--- src/rtl/gcd_pkg.sv ---
// Shared definitions for the GCD sequencer: FSM encoding, default widths and
// the watchdog sizing helper.
package gcd_pkg;

    typedef enum logic [2:0] {
        ST_IDLE,
        ST_ISSUE,
        ST_RELEASE,
        ST_OUTPUT,
        ST_FAULT
    } state_t;

    localparam int unsigned GCD_W       = 8;
    localparam int unsigned GCD_TIMEOUT = 600;
    localparam int unsigned GCD_WD_W    = $clog2(GCD_TIMEOUT + 1);

    function automatic int unsigned wdWidth(input int unsigned timeout);
        return $clog2(timeout + 1);
    endfunction

endpackage

--- src/rtl/gcd_fifo.sv ---
// Synchronous operand FIFO; pointers carry one extra wrap bit so full and
// empty can be told apart without a separate occupancy counter.
module gcd_fifo #(
    parameter int unsigned W     = 16,
    parameter int unsigned DEPTH = 4
) (
    input  logic         Clk,
    input  logic         Rst_n,
    input  logic         push,
    input  logic         pop,
    input  logic [W-1:0] wdata,
    output logic [W-1:0] rdata,
    output logic         full,
    output logic         empty
);

    localparam int unsigned AW = $clog2(DEPTH);

    logic [AW:0]  wrPtr_q;
    logic [AW:0]  rdPtr_q;
    logic [W-1:0] mem_q [DEPTH];
    logic         doPush;
    logic         doPop;

    assign doPush = push && !full;
    assign doPop  = pop && !empty;

    always_ff @(posedge Clk or negedge Rst_n) begin
        if (!Rst_n) begin
            wrPtr_q <= '0;
            rdPtr_q <= '0;
        end else begin
            if (doPush) wrPtr_q <= wrPtr_q + 1'b1;
            if (doPop)  rdPtr_q <= rdPtr_q + 1'b1;
        end
    end

    // Storage is not reset; the pointers alone define which entries are live.
    always_ff @(posedge Clk) begin
        if (doPush) mem_q[wrPtr_q[AW-1:0]] <= wdata;
    end

    assign rdata = mem_q[rdPtr_q[AW-1:0]];
    assign empty = (wrPtr_q == rdPtr_q);
    assign full  = (wrPtr_q[AW] != rdPtr_q[AW]) &&
                   (wrPtr_q[AW-1:0] == rdPtr_q[AW-1:0]);

endmodule

--- src/rtl/gcd_sequencer.sv ---
// Queues operand pairs, feeds them to the euclid engine over a four-phase
// start/ack handshake, and returns results in order behind a watchdog.
module gcd_sequencer
    import gcd_pkg::*;
#(
    parameter int unsigned W       = GCD_W,
    parameter int unsigned DEPTH   = 4,
    parameter int unsigned TIMEOUT = GCD_TIMEOUT
) (
    input  logic         Clk,
    input  logic         Rst_n,
    input  logic         in_valid,
    output logic         in_ready,
    input  logic [W-1:0] in_a,
    input  logic [W-1:0] in_b,
    output logic         start,
    output logic [W-1:0] op_a,
    output logic [W-1:0] op_b,
    input  logic         ack,
    input  logic [W-1:0] y,
    output logic         res_valid,
    input  logic         res_ready,
    output logic [W-1:0] res,
    output logic         err,
    output logic         busy
);

    localparam int unsigned WD_W = wdWidth(TIMEOUT);

    state_t          state_q, state_d;
    logic [W-1:0]    opA_q, opA_d;
    logic [W-1:0]    opB_q, opB_d;
    logic [W-1:0]    res_q, res_d;
    logic            err_q, err_d;
    logic            faultPend_q, faultPend_d;
    logic [WD_W-1:0] wd_q, wd_d;
    logic [WD_W-1:0] wdNext;
    logic            timeoutHit;

    logic            fifoPush;
    logic            fifoPop;
    logic            fifoFull;
    logic            fifoEmpty;
    logic [2*W-1:0]  fifoData;
    logic [W-1:0]    headA;
    logic [W-1:0]    headB;

    assign fifoPush = in_valid && in_ready;
    assign headA    = fifoData[2*W-1:W];
    assign headB    = fifoData[W-1:0];

    gcd_fifo #(
        .W     (2 * W),
        .DEPTH (DEPTH)
    ) u_fifo (
        .Clk   (Clk),
        .Rst_n (Rst_n),
        .push  (fifoPush),
        .pop   (fifoPop),
        .wdata ({in_a, in_b}),
        .rdata (fifoData),
        .full  (fifoFull),
        .empty (fifoEmpty)
    );

    always_ff @(posedge Clk or negedge Rst_n) begin
        if (!Rst_n) begin
            state_q     <= ST_IDLE;
            opA_q       <= '0;
            opB_q       <= '0;
            res_q       <= '0;
            err_q       <= 1'b0;
            faultPend_q <= 1'b0;
            wd_q        <= '0;
        end else begin
            state_q     <= state_d;
            opA_q       <= opA_d;
            opB_q       <= opB_d;
            res_q       <= res_d;
            err_q       <= err_d;
            faultPend_q <= faultPend_d;
            wd_q        <= wd_d;
        end
    end

    assign wdNext     = wd_q + 1'b1;
    assign timeoutHit = (wdNext == WD_W'(TIMEOUT));

    // A new pair is only taken while ack is low, so a stale ack left over
    // from an engine that was mid-run at reset is never mistaken for ours.
    always_comb begin
        state_d     = state_q;
        opA_d       = opA_q;
        opB_d       = opB_q;
        res_d       = res_q;
        err_d       = err_q;
        faultPend_d = faultPend_q;
        wd_d        = wd_q;
        fifoPop     = 1'b0;
        case (state_q)
            ST_IDLE: begin
                if (!fifoEmpty && !ack) begin
                    fifoPop = 1'b1;
                    if (headA == '0 || headB == '0) begin
                        res_d   = headA | headB;
                        state_d = ST_OUTPUT;
                    end else begin
                        opA_d   = headA;
                        opB_d   = headB;
                        wd_d    = '0;
                        state_d = ST_ISSUE;
                    end
                end
            end
            ST_ISSUE: begin
                wd_d = wdNext;
                if (ack) begin
                    res_d   = y;
                    state_d = ST_RELEASE;
                end else if (timeoutHit) begin
                    res_d       = '0;
                    err_d       = 1'b1;
                    faultPend_d = 1'b1;
                    state_d     = ST_FAULT;
                end
            end
            ST_RELEASE: begin
                wd_d = wdNext;
                if (!ack) begin
                    state_d = ST_OUTPUT;
                end else if (timeoutHit) begin
                    res_d       = '0;
                    err_d       = 1'b1;
                    faultPend_d = 1'b1;
                    state_d     = ST_FAULT;
                end
            end
            ST_OUTPUT: begin
                if (res_ready) state_d = ST_IDLE;
            end
            ST_FAULT: begin
                if (faultPend_q && res_ready) faultPend_d = 1'b0;
            end
            default: state_d = ST_IDLE;
        endcase
    end

    always_comb begin
        start     = (state_q == ST_ISSUE);
        res_valid = (state_q == ST_OUTPUT) || (state_q == ST_FAULT && faultPend_q);
        in_ready  = !fifoFull && (state_q != ST_FAULT);
        busy      = (state_q != ST_IDLE) || !fifoEmpty;
    end

    assign op_a = opA_q;
    assign op_b = opB_q;
    assign res  = res_q;
    assign err  = err_q;

endmodule

--- config.mk ---
export PLATFORM = sky130hd
export DESIGN_NAME = gcd_sequencer
export DESIGN_NICKNAME = d
export VERILOG_FILES = /design/src/rtl/gcd_pkg.sv /design/src/rtl/gcd_fifo.sv /design/src/rtl/gcd_sequencer.sv
export SDC_FILE = /design/constraint.sdc
export NUM_CORES = 1
export LEC_CHECK = 0
export BUFFER_PORTS_ARGS = -buffer_cell sky130_fd_sc_hd__buf_2
export CAP_MARGIN = 10
export CORE_ASPECT_RATIO = 0.9
export CORE_MARGIN = 4
export CORE_UTILIZATION = 57
export CTS_BUF_LIST = sky130_fd_sc_hd__clkbuf_2 sky130_fd_sc_hd__clkbuf_4 sky130_fd_sc_hd__clkbuf_8
export DETAILED_ROUTE_END_ITERATION = 16
export GPL_ROUTABILITY_DRIVEN = 0
export HOLD_SLACK_MARGIN = 0.15
export PLACE_DENSITY = 0.77
export SLEW_MARGIN = 20
export SYNTH_ARGS = -nofsm -noshare
export SYNTH_HDL_FRONTEND = slang
export SYNTH_SLANG_ARGS = --single-unit
--- constraint.sdc ---
create_clock -name Clk -period 5.77 [get_ports Clk]
set_input_delay 1.4425 -clock Clk [delete_from_list [all_inputs] [get_ports Clk]]
set_output_delay 1.4425 -clock Clk [all_outputs]
set_load 0.02 [all_outputs]
Word level (Yosys, flattened, before mapping)
Memories as Yosys holds them, arrays and structs flattened.
Index checks and enable logic that the tools add are counted.

cells by class
  $add $sub $neg = 3
  multipliers = 0
  divide/modulo/power cells = 0
  magnitude comparators = 0
  equal/unequal tests = 16
  shift operators = 0
  mux-type cells = 29
  bitwise logic cells = 3
  reductions and logical operators = 29

operators by type and width
  operator               count
  $mux 8                 5
  $pmux 8 s3             1
  $mux 10                2
  $pmux 10 s2            1
  $logic_not 8->1        2
  $mux 3                 5
  $pmux 3 s5             1
  $ne 2x2->1 const B     7
  $reduce_and 3->1       4
  $mux 1                 11
  $add 10x1->10 const B  1
  $eq 10x10->1 const B   1
  $reduce_bool 3->1      3
  $logic_and 1x1->1      8
  $or 8x8->8             1
  $reduce_and 4->1       2
  $add 3x1->3 const B    2
  $eq 3x2->1 const B     2
  $reduce_bool 2->1      2
  $eq 3x1->1 const B     1
  $eq 3x3->1             1
  $eq 3x3->1 const B     1
  $logic_not 1->1        3
  $logic_not 3->1        1
  9 further kinds        12

storage, ports and cells
  bits in registers = 45
  latch bits = 0
  memory bits (writable) = 64
  memory bits (read-only) = 0
  input bits = 29
  output and inout port bits = 29
  logic and storage cells = 90
  memories kept = 1

memories
  memory        depth  bits a word  rd ports  clocked after Yosys merged registers in  write ports  line            RTL
  u_fifo.mem_q  4      16           1         0                                        1            gcd_fifo.sv:21  logic [W-1:0] mem_q [DEPTH];

Longest topological paths before layout
  word-level depth = 8
  depth in mapped cells = 9

Hierarchy
From an unflattened synthesis, not the netlist that was laid out.

second synthesis, totals
  cells, all modules = 360
  area, all modules = 5109.9 sq um

modules (own cells, without submodules)
  module         instances  cells an instance  area each (sq um)  sequential area each (sq um)
  gcd_fifo       1          132                2822.7             2072.0
  gcd_sequencer  1          228                2287.2             975.9

Worst setup path after synthesis
Ideal clock, no wire load.

  path kind = input-to-reg
  start point = input port ack
  end point = register opA_q[0], in the netlist op_a[0]
  setup time = 0.128 ns
  arrival = 2.755 ns
  required time = 5.642 ns
  slack = 2.887 ns
  stages on the path = 7
  buffers on the path = 3
  cells stage by stage = buf_1 > a31oi_1 > and2_1 > buf_2 > nand2_1 > buf_4 > mux2_1

between the ends
  longest elaborated chain between the ends = 3

RTL lines
  item                        line                  RTL
  start: declaration          gcd_sequencer.sv:19   input logic ack,
  $logic_not 1->1             n/a
  $logic_and 1x1->1           gcd_sequencer.sv:102  if (!fifoEmpty && !ack) begin
  $reduce_and 3->1 (no line)  n/a
  end signal: assignment      gcd_sequencer.sv:77   opA_q <= opA_d;
  end: declaration            gcd_sequencer.sv:31   logic [W-1:0] opA_q, opA_d;

No other way between the ends.
A chain may end at the register's enable or synchronous reset.

Worst setup path after layout
  start point = register u_fifo.rdPtr_q[1]
  end point = output port in_ready

between the ends
  longest elaborated chain between the ends = 4

RTL lines
  item                      line                  RTL
  start: declaration        gcd_fifo.sv:20        logic [AW:0] rdPtr_q;
  start signal: assignment  gcd_fifo.sv:34        if (doPop) rdPtr_q <= rdPtr_q + 1'b1;
  $eq 2x2->1                gcd_fifo.sv:46        (wrPtr_q[AW-1:0] == rdPtr_q[AW-1:0]);
  $logic_and 1x1->1         gcd_fifo.sv:45        assign full = (wrPtr_q[AW] != rdPtr_q[AW]) &&
  $logic_not 1->1           gcd_sequencer.sv:151  in_ready = !fifoFull && (state_q != ST_FAULT);
  $logic_and 1x1->1         gcd_sequencer.sv:151
  end: declaration          gcd_sequencer.sv:13   output logic in_ready,

No other way between the ends.

==> summary.txt <==
Clock network
  – Clock sink count: 109
  – # hold bufs at CTS: 0
  – Clock Latency Late Sink: 0.36 ns
  – Root buf cell: clkbuf_8
  – CTS tree: built
  – Num CTS Buffers: 9
  – Cts repair resizes: 0
  – Clk slew on worst S/H paths: 0.10 ns
  – Maximum clock path buffer count: 2
  – Post-CTS Setup Repair Bufs: 0
  – Clock H-tree levels: 3

Power
  – Pwr Density: 543 nW/µm²
  – LEAKAGE: 2.06 nW
  – Final Power: 2.83 mW
  – Peak VDD IR: 0.265 mV

STA
  – Max Slew Vio Count: 0
  – Fmax: 293 MHz
  – Worst-Margin Slew: 0.872 ns
  – Setup violators final: 0
  – Min cycle time layout: 3.41 ns
  – Final period util: 0.591
  – Clock skew: 0.0106 ns
  – Setup TNS: 0 ns
  – RSZ-0062 raised after global routing: no
  – Relative slew margins: 0.418
  – Hold Vio Cnt, Final: 0

Layout
  – Nets@finish: 397
  – Layout cells sized above 1: 0.256
  – Most common cell after layout, fill and taps aside: edfxtp_1
  – Commonest non-fill, non-tap cells in the layout: edfxtp_1 (64), buf_2 (56), dfrtp_1 (44)
  – Synthesis-to-finish area growth: 12.6%
  – N_diodes: 0
  – Fill cell count: 536

Synthesis
  – Mapped Cells: 306
  – Post-Synth XOR/XNOR Area: 0.0189
  – Simple-gate share of the synthesized area: 0.0830
  – Synth area leaders: edfxtp_1 (42%), dfrtp_1 (24%), mux4_2 (7.8%)
  – Compound-gate portion of the synthesized area: 0.0838
  – Synth Warn #: 0
  – Most area-hungry cell type in the Yosys netlist: edfxtp_1
  – Number of synthesized flops with an enable pin: 64
  – Register area share after synthesis: 0.658
  – Asr flop ratio synth: 0.413
  – Net Count, Synth: 341
  – Synth Area per Inst: 15.1 µm²
  – Dominant synthesized flop cell: edfxtp_1
  – Post-synthesis mux area share: 0.122
  – #FFs+latches synth: 109
  – Adder-cell share of the synthesized area: 0.0162
  – Largest family of logic cells by synthesized area: multiplexers
  – Post-synth top area share: 0.415
  – Synth unique cells: 49
  – Synth Cell Area: 4630 µm²

Detailed routing
  – DRC errors left: 0
  – Per-cell routed wire length: 19.2 µm
  – Post-Route WL: 8.91 mm
  – Routed Antenna Nets: 0
  – 1st-pass router iterations: 4
  – Via-to-Cell Ratio: 5.95
  – DRT iter0 DRCs: 149
  – Via Count: 2757

Worst setup path
  – CP Capture Type: output port
  – CP max stage delay: 0.87 ns
  – CP Max Fanout: 19
  – Crit-path cells: xnor2_1, nand2_1, o21ba_2, buf_2
  – Crit path buffers/inverters: 1
  – CP Class: flop to output port
  – Crit path max-delay family: flip-flops
  – Crit path arrival time: 1.97 ns
  – CP Launch Type: flop
  – CP Data Required Time: 4.33 ns
  – Slowest CP cell: dfrtp_1

Floorplanning
  – Initial Util: 0.599
  – Die Y: 93.5 µm
  – Std-Cell Rows: 30
  – Die Wd: 103 µm
  – Core ar.: 7730 µm²
  – IO Pins: 58
  – Die Area: 9630 µm²

Placed design
  – Port bufs: 57
  – Final HPWL DP: 6.29 mm

GRT
  – Number of global-route vias before repair: 2755
  – First-pass GRT wire length: 14.1 mm
  – Initial antenna violation count: 0
  – Gr ovfl total: 0
  – Largest net degree at the start of global routing: 46
  – Overall global routing resource usage: 0.198

Worst hold path
  – Worst Hold Class: flop to flop

Run
  – # Max-Cap Violations: 0

Status
  – Status: complete, no violations
-- per-layer routing --
metal | share of wire | up-vias | track usage
met5 | 0 | - | 0
met4 | 0.015 | 0 | 0.0529
met3 | 0.054 | 9 | 0.0552
met2 | 0.49 | 78 | 0.316
met1 | 0.44 | 1390 | 0.268
li1 | - | 1280 | -
-- worst paths after layout --
check,startpoint,end,slack (ns),cells after the start
setup / recovery,u_fifo.rdPtr_q[1]$_DFFE_PN0P_,in_ready,2.36,4
hold / removal,err$_DFFE_PN0P_,err$_DFFE_PN0P_,0.47,1
setup reg to reg,u_fifo.rdPtr_q[0]$_DFFE_PN0P_,op_b[3]$_DFFE_PN0P_,2.59,6
hold reg to reg,err$_DFFE_PN0P_,err$_DFFE_PN0P_,0.47,1
max in group asynchronous,Rst_n,u_fifo.rdPtr_q[0]$_DFFE_PN0P_,4.28,1
min in group asynchronous,Rst_n,res[3]$_DFFE_PN0P_,1.07,1
-- kinds of logic (layout without fill, tap and decap cells) --
| kind of cell | count (synthesis) | in the layout |
|---|---|---|
| muxes | 34 | 34 |
| buffers and inverters | 18 | 79 |
| xor gates and xnor gates | 10 | 10 |
| adders and majority gates | 6 | 6 |
| DFF | 109 | 109 |
| and+or+nand+nor | 75 | 75 |
| AOI/OAI and AO/OA | 54 | 54 |
-- flip-flops by register name, indices dropped and copies added (netlist names) --
register	count
u_fifo.mem_q	64
op_b	8
u_fifo.wrPtr_q	3
err	1
wd_q	10
faultPend_q	1
res	8
op_a	8
state_q	3
u_fifo.rdPtr_q	3
-- power by group --
group,switching [mW],leakage (nW),internal [mW]
clock network,0.267,0.120,0.256
registers,0.190,1.14,1.08
logic,0.603,0.804,0.440
total,1.06,2.06,1.77
-- layout make-up --
cell class              count  area [µm²]  area share
flip-flops and latches    109        3050       0.585
multi-input cells         179        1500       0.287
repair buffers             57         288      0.0552
clock buffers               9         124      0.0238
well taps                  96         120      0.0230
clock inverters             7         114      0.0218
inverters                   6        22.5     0.00432
-- cells in the mapped netlist (2+ instances only) --
master	number
a211o_1	3
a21o_1	3
a21oi_1	4
a21oi_2	2
a22o_1	11
a31oi_1	2
and2_1	5
and3_1	6
buf_2	4
clkbuf_1	5
dfrtp_1	45
edfxtp_1	64
ha_1	6
inv_1	6
mux2_1	17
mux4_2	16
nand2_1	29
nand2b_1	2
nand3_1	5
nand4_1	2
nor2_1	6
nor3_1	4
nor3b_1	6
nor4_1	2
o21a_1	2
o21ai_0	14
o22ai_1	3
or2_1	2
or4_1	2
xnor2_1	7
xor2_1	3
-- worst register-to-register path: cells and delay by family, from the launching register on --
| kind | cells | cell delay, ns |
|---|---|---|
| mux | 2 | 1.03 |
| simple gates | 3 | 1.20 |
| compound gates | 1 | 0.10 |
| flops | 1 | 0.75 |
-- per-stage QoR --
stage,setup WS [ns],utilization,hold slack [ns],area [µm²],cells
6_report,2.36,0.674,0.466,5220,463
5_1_grt,2.21,0.674,0.495,5220,463
4_1_cts,2.08,0.674,0.474,5210,463
3_5_place_dp,2.21,0.643,0.446,4970,447
3_3_place_gp,2.21,0.643,0.449,4970,447
2_1_floorplan,2.89,-,0.462,4630,306
Power figures use the tool's default switching activity.
